==> config.mk <==
export PLATFORM = sky130hd
export DESIGN_NAME = ram_out_streamer
export DESIGN_NICKNAME = d
export VERILOG_FILES = /design/src/rtl/ram_out_pkg.sv /design/src/rtl/ram_out_streamer.sv
export SDC_FILE = /design/constraint.sdc
export NUM_CORES = 1
export LEC_CHECK = 0
export ABC_AREA = 0
export CAP_MARGIN = 20
export CORE_MARGIN = 5
export CORE_UTILIZATION = 35
export DETAILED_ROUTE_END_ITERATION = 10
export SLEW_MARGIN = 40
export SYNTH_ARGS = -nofsm -noshare
export SYNTH_HDL_FRONTEND = slang
export SYNTH_SLANG_ARGS = --single-unit
==> constraint.sdc <==
create_clock -name clk -period 4.6 [get_ports clk]
set_input_delay 0.92 -clock clk [delete_from_list [all_inputs] [get_ports clk]]
set_output_delay 0.92 -clock clk [all_outputs]
set_load 0.05 [all_outputs]
==> src/rtl/ram_out_pkg.sv <==
// Shared state encoding and sizing helpers for the result-RAM output streamer.
// The helpers let the top and any surrounding blocks derive the same widths from DIM.
package ram_out_pkg;

    typedef enum logic [2:0] {
        S_IDLE    = 3'd0,
        S_READ    = 3'd1,
        S_WAIT    = 3'd2,
        S_PRESENT = 3'd3,
        S_ADVANCE = 3'd4,
        S_RECOVER = 3'd5
    } state_t;

    localparam int DEFAULT_DIM = 3;

    function automatic int frame_len(input int dim);
        return dim * dim;
    endfunction

    // Width of the address counter: it must hold DIM*DIM-1.
    function automatic int cnt_width(input int dim);
        return $clog2(dim * dim - 1) + 1;
    endfunction

    localparam int FRAME_LEN = frame_len(DEFAULT_DIM);

endpackage

==> src/rtl/ram_out_streamer.sv <==
// Drains one DIM x DIM result frame from the output RAM onto a valid/ready stream,
// stepping the external address counter and realigning it to 0 after an abort.
module ram_out_streamer
    import ram_out_pkg::*;
#(
    parameter int DIM    = 3,
    parameter int DATA_W = 16,
    parameter int RD_LAT = 1,
    parameter int CNT_W  = cnt_width(DIM)
) (
    input  logic              clk,
    input  logic              rst,
    input  logic              start,
    input  logic              abort,
    input  logic [CNT_W-1:0]  cnt_in,
    output logic              ram_rd_en,
    output logic [CNT_W-1:0]  ram_addr,
    input  logic [DATA_W-1:0] ram_rdata,
    output logic [DATA_W-1:0] out_data,
    output logic              out_valid,
    input  logic              out_ready,
    output logic              signal_up,
    output logic              signal_up_recover,
    output logic              busy,
    output logic              done
);

    localparam int                LAT_W     = 3;
    localparam logic [LAT_W-1:0]  LAT_INIT  = LAT_W'(RD_LAT - 1);
    localparam logic [CNT_W-1:0]  LAST_ADDR = CNT_W'(frame_len(DIM) - 1);

    state_t           state;
    logic [LAT_W-1:0] lat_cnt;

    assign ram_addr = cnt_in;

    // Decoded from live cnt_in so the pulse stops in the very cycle the counter reads 0.
    assign signal_up_recover = (state == S_RECOVER) && (cnt_in != '0);

    always_ff @(posedge clk or negedge rst) begin
        if (!rst) begin
            state     <= S_IDLE;
            lat_cnt   <= '0;
            out_data  <= '0;
            out_valid <= 1'b0;
            ram_rd_en <= 1'b0;
            signal_up <= 1'b0;
            busy      <= 1'b0;
            done      <= 1'b0;
        end else begin
            done <= 1'b0;
            if (abort && (state inside {S_READ, S_WAIT, S_PRESENT, S_ADVANCE})) begin
                state     <= S_RECOVER;
                out_valid <= 1'b0;
                ram_rd_en <= 1'b0;
                signal_up <= 1'b0;
                busy      <= 1'b1;
            end else begin
                case (state)
                    S_IDLE: begin
                        if (start) begin
                            busy <= 1'b1;
                            if (cnt_in == '0) begin
                                state     <= S_READ;
                                ram_rd_en <= 1'b1;
                            end else begin
                                state <= S_RECOVER;
                            end
                        end
                    end
                    S_READ: begin
                        ram_rd_en <= 1'b0;
                        lat_cnt   <= LAT_INIT;
                        state     <= S_WAIT;
                    end
                    S_WAIT: begin
                        if (lat_cnt == '0) begin
                            out_data  <= ram_rdata;
                            out_valid <= 1'b1;
                            state     <= S_PRESENT;
                        end else begin
                            lat_cnt <= lat_cnt - LAT_W'(1);
                        end
                    end
                    S_PRESENT: begin
                        if (out_ready) begin
                            out_valid <= 1'b0;
                            signal_up <= 1'b1;
                            state     <= S_ADVANCE;
                        end
                    end
                    S_ADVANCE: begin
                        signal_up <= 1'b0;
                        // The counter wraps by itself on the last word, so no recovery is needed.
                        if (cnt_in == LAST_ADDR) begin
                            done  <= 1'b1;
                            busy  <= 1'b0;
                            state <= S_IDLE;
                        end else begin
                            ram_rd_en <= 1'b1;
                            state     <= S_READ;
                        end
                    end
                    S_RECOVER: begin
                        if (cnt_in == '0) begin
                            busy  <= 1'b0;
                            state <= S_IDLE;
                        end
                    end
                    default: begin
                        state     <= S_IDLE;
                        out_valid <= 1'b0;
                        ram_rd_en <= 1'b0;
                        signal_up <= 1'b0;
                        busy      <= 1'b0;
                    end
                endcase
            end
        end
    end

endmodule

Yosys cells after proc, flatten, opt, wreduce, memory -nomap -nowiden

Cells that the tools add are included.

Bits in writable memories: 0
Register bits after elaboration: 27
Logic and storage cells: 77
Memories kept: 0
ROM bits: 0
Bits in latches: 0
Bits of input ports: 25
Output and inout port bits: 26

$add $sub $neg: 1
Divide/modulo/power cells: 0
Bitwise logic cells: 1
Muxes and demuxes: 30
Reduce and logical (&&, ||, !) cells: 19
Shift-type cells: 0
Eq/ne operators: 18
Order comparisons: 0
$mul: 0

Operators by type and width:

| kind                                                               | number |
|---|---|
| 3-bit 2-to-1 mux                                                   | 7 |
| 3-bit case mux with 6 select lines                                 | 1 |
| 1-bit 2-to-1 mux                                                   | 17 |
| 4-bit AND reduction                                                | 3 |
| 3-bit by 1-bit != test with 1-bit output, second input constant    | 3 |
| 3-bit != test, second input constant                               | 3 |
| 3-bit AND reduction                                                | 3 |
| 2-bit by 1-bit != test with 1-bit output, second input constant    | 4 |
| 4-bit nonzero test                                                 | 2 |
| 4-bit OR reduction                                                 | 2 |
| 3-bit by 2-bit == test with 1-bit output, second input constant    | 2 |
| 3-bit == test, second input constant                               | 2 |
| 3-bit logical NOT                                                  | 2 |
| 1-bit case mux with 3 select lines                                 | 2 |
| 3-bit case mux with 2 select lines                                 | 1 |
| 3-bit OR reduction                                                 | 2 |
| 4-bit == test, second input constant                               | 1 |
| 4-bit logical NOT                                                  | 1 |
| 1-bit case mux with 4 select lines                                 | 1 |
| 3-bit by 1-bit == test with 1-bit output, second input constant    | 1 |
| 3-bit by 2-bit != test with 1-bit output, second input constant    | 1 |
| 3-bit by 1-bit subtractor with 3-bit output, second input constant | 1 |
| 1-bit logical AND                                                  | 2 |
| 2-bit != test, second input constant                               | 1 |
| 4 further kinds                                                    | 4 |

Longest topological paths before layout

Word-level depth: 5
Gate-level depth with buffers: 7
Mapped depth without buffers: 6

Worst setup path before layout

Ideal clock, no wire load.

Path type: input-to-output
Start: in cnt_in[0]
End: out signal_up_recover
Setup slack: 1.584 ns
Arrival time: 2.096 ns
Data required time: 3.680 ns
Path buffers: 0
Stages on the path: 2
Cell sequence: nor4_4 nor3_1

Longest elaborated chain between the ends: 2

Ends and longest elaborated chain:

| element            | line                   | RTL |
|---|---|---|
| start: declaration | ram_out_streamer.sv:15 | `input logic [CNT_W-1:0] cnt_in,` |
| 4-bit nonzero test | ram_out_streamer.sv:38 | `assign signal_up_recover = (state == S_RECOVER) && (cnt_in != '0);` |
| 1-bit logical AND  | ram_out_streamer.sv:38 |  |
| end: declaration   | ram_out_streamer.sv:23 | `output logic signal_up_recover,` |

Every way passes these cells.

Worst setup path in the final report

Start: in cnt_in[1]
End: out signal_up_recover

Same word-level chain as after synthesis.

==> reports/summary.md <==
- 274.4 MHz — highest clock frequency the design can meet
- 2 — Worst Path Buf+Inv
- 0 — initial antenna violation count
- 1486 sq um — cell area after synthesis
- 0 — number of inserted diodes
- 27 — Seq cells post-synth
- 1.220 mW — Final Power
- 359 — number of inserted filler cells in the final layout
- 5.186 — routed vias/inst
- 5651 sq um — Die ar.
- 35.19% — P&R area growth vs syn
- 79.23% — fraction of the cycle the final worst path needs
- 50 — quantity of I/O buffers inserted on ports
- 0.9549 ns — Placement Setup Slack
- 138 — Mapped Cells
- 0.7147 ns — Tightest Pin Transition
- 4 — number of search-and-repair iterations in the first detailed-routing pass
- 165 — synthesized net count
- 209 — Layout Nets
- 231 — Finished Layout Cells
- 36.63% — effective utilization at floorplan
- clkdlybuf4s50_1 -> nor4_4 -> nor3_1 -> clkdlybuf4s50_1 — worst path cell trace
- 0.27 ns — Clock Latency Late Sink
- 3.68 ns — critical path required time
- 2 — deepest clock path buffer count
- 0 — number of DRC violations after detailed routing
- 10.77 sq um — average cell area after synthesis
- 0 — number of hold-repair buffers added at the cts stage
- 0 — number of synthesized flops with an enable pin
- no — RSZ-0062 raised after global routing
- finished clean — outcome
- 5540 um — wire length of the first global-routing pass
- 0 ns — Setup TNS
- 3 — CTS Buf Count
- 36 — Synth cell types
- output port — capturing element type of the critical path
- 0 — remaining global-route overflow
- clkdlybuf4s50_1 — critical-path cell with the highest stage delay
- 0.7716 — routability-driven placement congestion ratio
- 3315 um — total wire length after detailed routing
- 0 — Slew Viols, Final
- 0 — yosys warns
- 2.72 ns — critical path data arrival time
- 227 — Post-Place Cells
- 14.35 um — Avg WL per Cell
- 12.53% — overall routing resource usage
- 0.74 ns — delay of the slowest cell on the worst path
- 0.09 ns — clock-pin slew on the worst setup and hold paths
- 1 — Max H-tree Level
- 0.007061 ns — clock skew
- 45.45% — part of the Yosys area used for sequential elements
- 0 — number of setup violations in the final report
- 27 — TritonCTS Sinks
- clkbuf_8 — buffer cell driving the clock tree root
- 0.2751 mV — worst voltage drop across the vdd grid
- 607.1 nW/um^2 — pwr/cell area
- 29 — violation count after the first detailed-route iteration
- 1198 — total via count after detailed routing
- clkdlybuf4s50_1 — leading cell type in the layout, fill and taps excluded
- 1175 — number of global-route vias before repair
- in2out — WS Path Type
- 0 — post-route antenna net violation count
- dfrtp_1 — primary flip-flop cell chosen by synthesis mapping
- 3.645 ns — time the worst path needs with I/O delays and setup
- 28 — pin count of the biggest net entering global routing
- 51 — number of top-level pins
- clkdlybuf4s50_1 — Most Frequent Cell on Critical Path
- 100.0% — proportion of synthesized flip-flops having asynchronous set or reset
- 695.7 sq um — area of the multi-input gates
- built — CTS tree
- clkdlybuf4s50_1 (50), dfrtp_1 (27), o21ai_0 (12) — commonest non-fill, non-tap cells in the layout
- 23 — Row Count
- 0 — max capacitance violation total
- 14.36% — share of post-route cells with drive strength above 1
- 75.17 um — die width
- 7 — crit path max fanout
- 75.17 um — y dimension of the die
- 52.35% — relative max-transition margin
- reg2reg — class of the worst hold path
- 4058 sq um — core region area
- primary input — CP Launch Type
- 0.8254 nW — total leakage power
- 0 — number of gates given a new drive strength after cts
- 0 — count of buffers added by post-CTS timing repair for setup
- 0 — number of failing hold endpoints at the final stage
- 675.6 sq um — sequential cell area in the final layout
- buffers and inverters — gate family responsible for the most delay along the worst path
- 2408 um — half-perimeter wire length after detailed placement
- 0.9553 ns — setup ws final
[kinds of logic (layout without fill, tap and decap cells)]
family                     count (synthesis)  after routing  share of synthesized area (%)
AOI/OAI and AO/OA                         39             39                          17.17
and+or+nand+nor                           36             36                          13.22
DFF                                       27             27                          45.45
buffers and inverters                     18             61                          7.828
muxes                                     16             16                          14.65
adders and majority gates                  2              2                          1.683
[power by group]
group	switching [mW]	leakage, nW	internal (mW)
clock	0.0700	0.0228	0.0620
sequential	0.100	0.349	0.314
combinational	0.399	0.454	0.275
total	0.570	0.825	0.650
[state kept, by name, summed over array words and instances, names as in the netlist]
| signal | count |
|---|---|
| out_valid | 1 |
| done | 1 |
| ram_rd_en | 1 |
| out_data | 16 |
| lat_cnt | 3 |
| busy | 1 |
| signal_up | 1 |
| state | 3 |
[through the flow]
| step | util [%] | area [sq um] | hold slack [ns] |
|---|---|---|---|
| after floorplan | - | 1486 | 0.4873 |
| after global placement | 48.38 | 1963 | 0.4901 |
| after detailed placement | 48.38 | 1963 | 0.4944 |
| after global routing | 49.52 | 2009 | 0.5282 |
| after CTS | 49.49 | 2008 | 0.5169 |
| final | 49.52 | 2009 | 0.5131 |
[worst paths after layout]
| kind | start | endpoint | slack (ns) | depth (start not counted) |
|---|---|---|---|---|
| max | cnt_in[1] | signal_up_recover | 0.96 | 4 |
| min | out_data[14] | out_data[14] | 0.51 | 1 |
| max reg2reg | state[0] | out_data[3] | 2.57 | 3 |
| min reg2reg | out_data[14] | out_data[14] | 0.51 | 1 |
| min in group asynchronous | rst | out_data[2] | 1.02 | 2 |
| max in group asynchronous | rst | lat_cnt[1] | 3.31 | 2 |
[final cells by class]
class / count / area share, %
clock buffers: 4 / 2.242
multi-input cells: 93 / 34.62
repair buffers: 51 / 25.28
well taps: 50 / 3.113
flip-flops and latches: 27 / 33.62
inverters: 6 / 1.121
[per-layer routing]
layer	GRT usage, %	routed length [um]	part of all wire [%]
met5	0	0	0
met4	4.272	48	1.4
met3	2.670	338	10
met2	20.31	1465	44
met1	16.65	1462	44
[Yosys cell counts (2+ instances only)]
master,number,area (sq um)
o21ai_0,12,60.06
nand2_1,10,37.54
dfrtp_1,27,675.7
or2_2,2,12.51
mux2_2,6,67.56
buf_4,5,37.54
buf_2,5,25.02
nor2b_1,3,18.77
a31oi_1,2,12.51
inv_1,6,22.52
a2bb2oi_1,2,17.52
a211oi_1,2,15.01
mux2_4,10,150.1
o22ai_1,3,18.77
a32o_1,2,20.02
ha_1,2,25.02
a22o_1,2,17.52
a21oi_1,8,40.04
nor2_1,9,33.78
nor3_1,4,20.02
No activity file was read; power rests on OpenSTA's default activity.
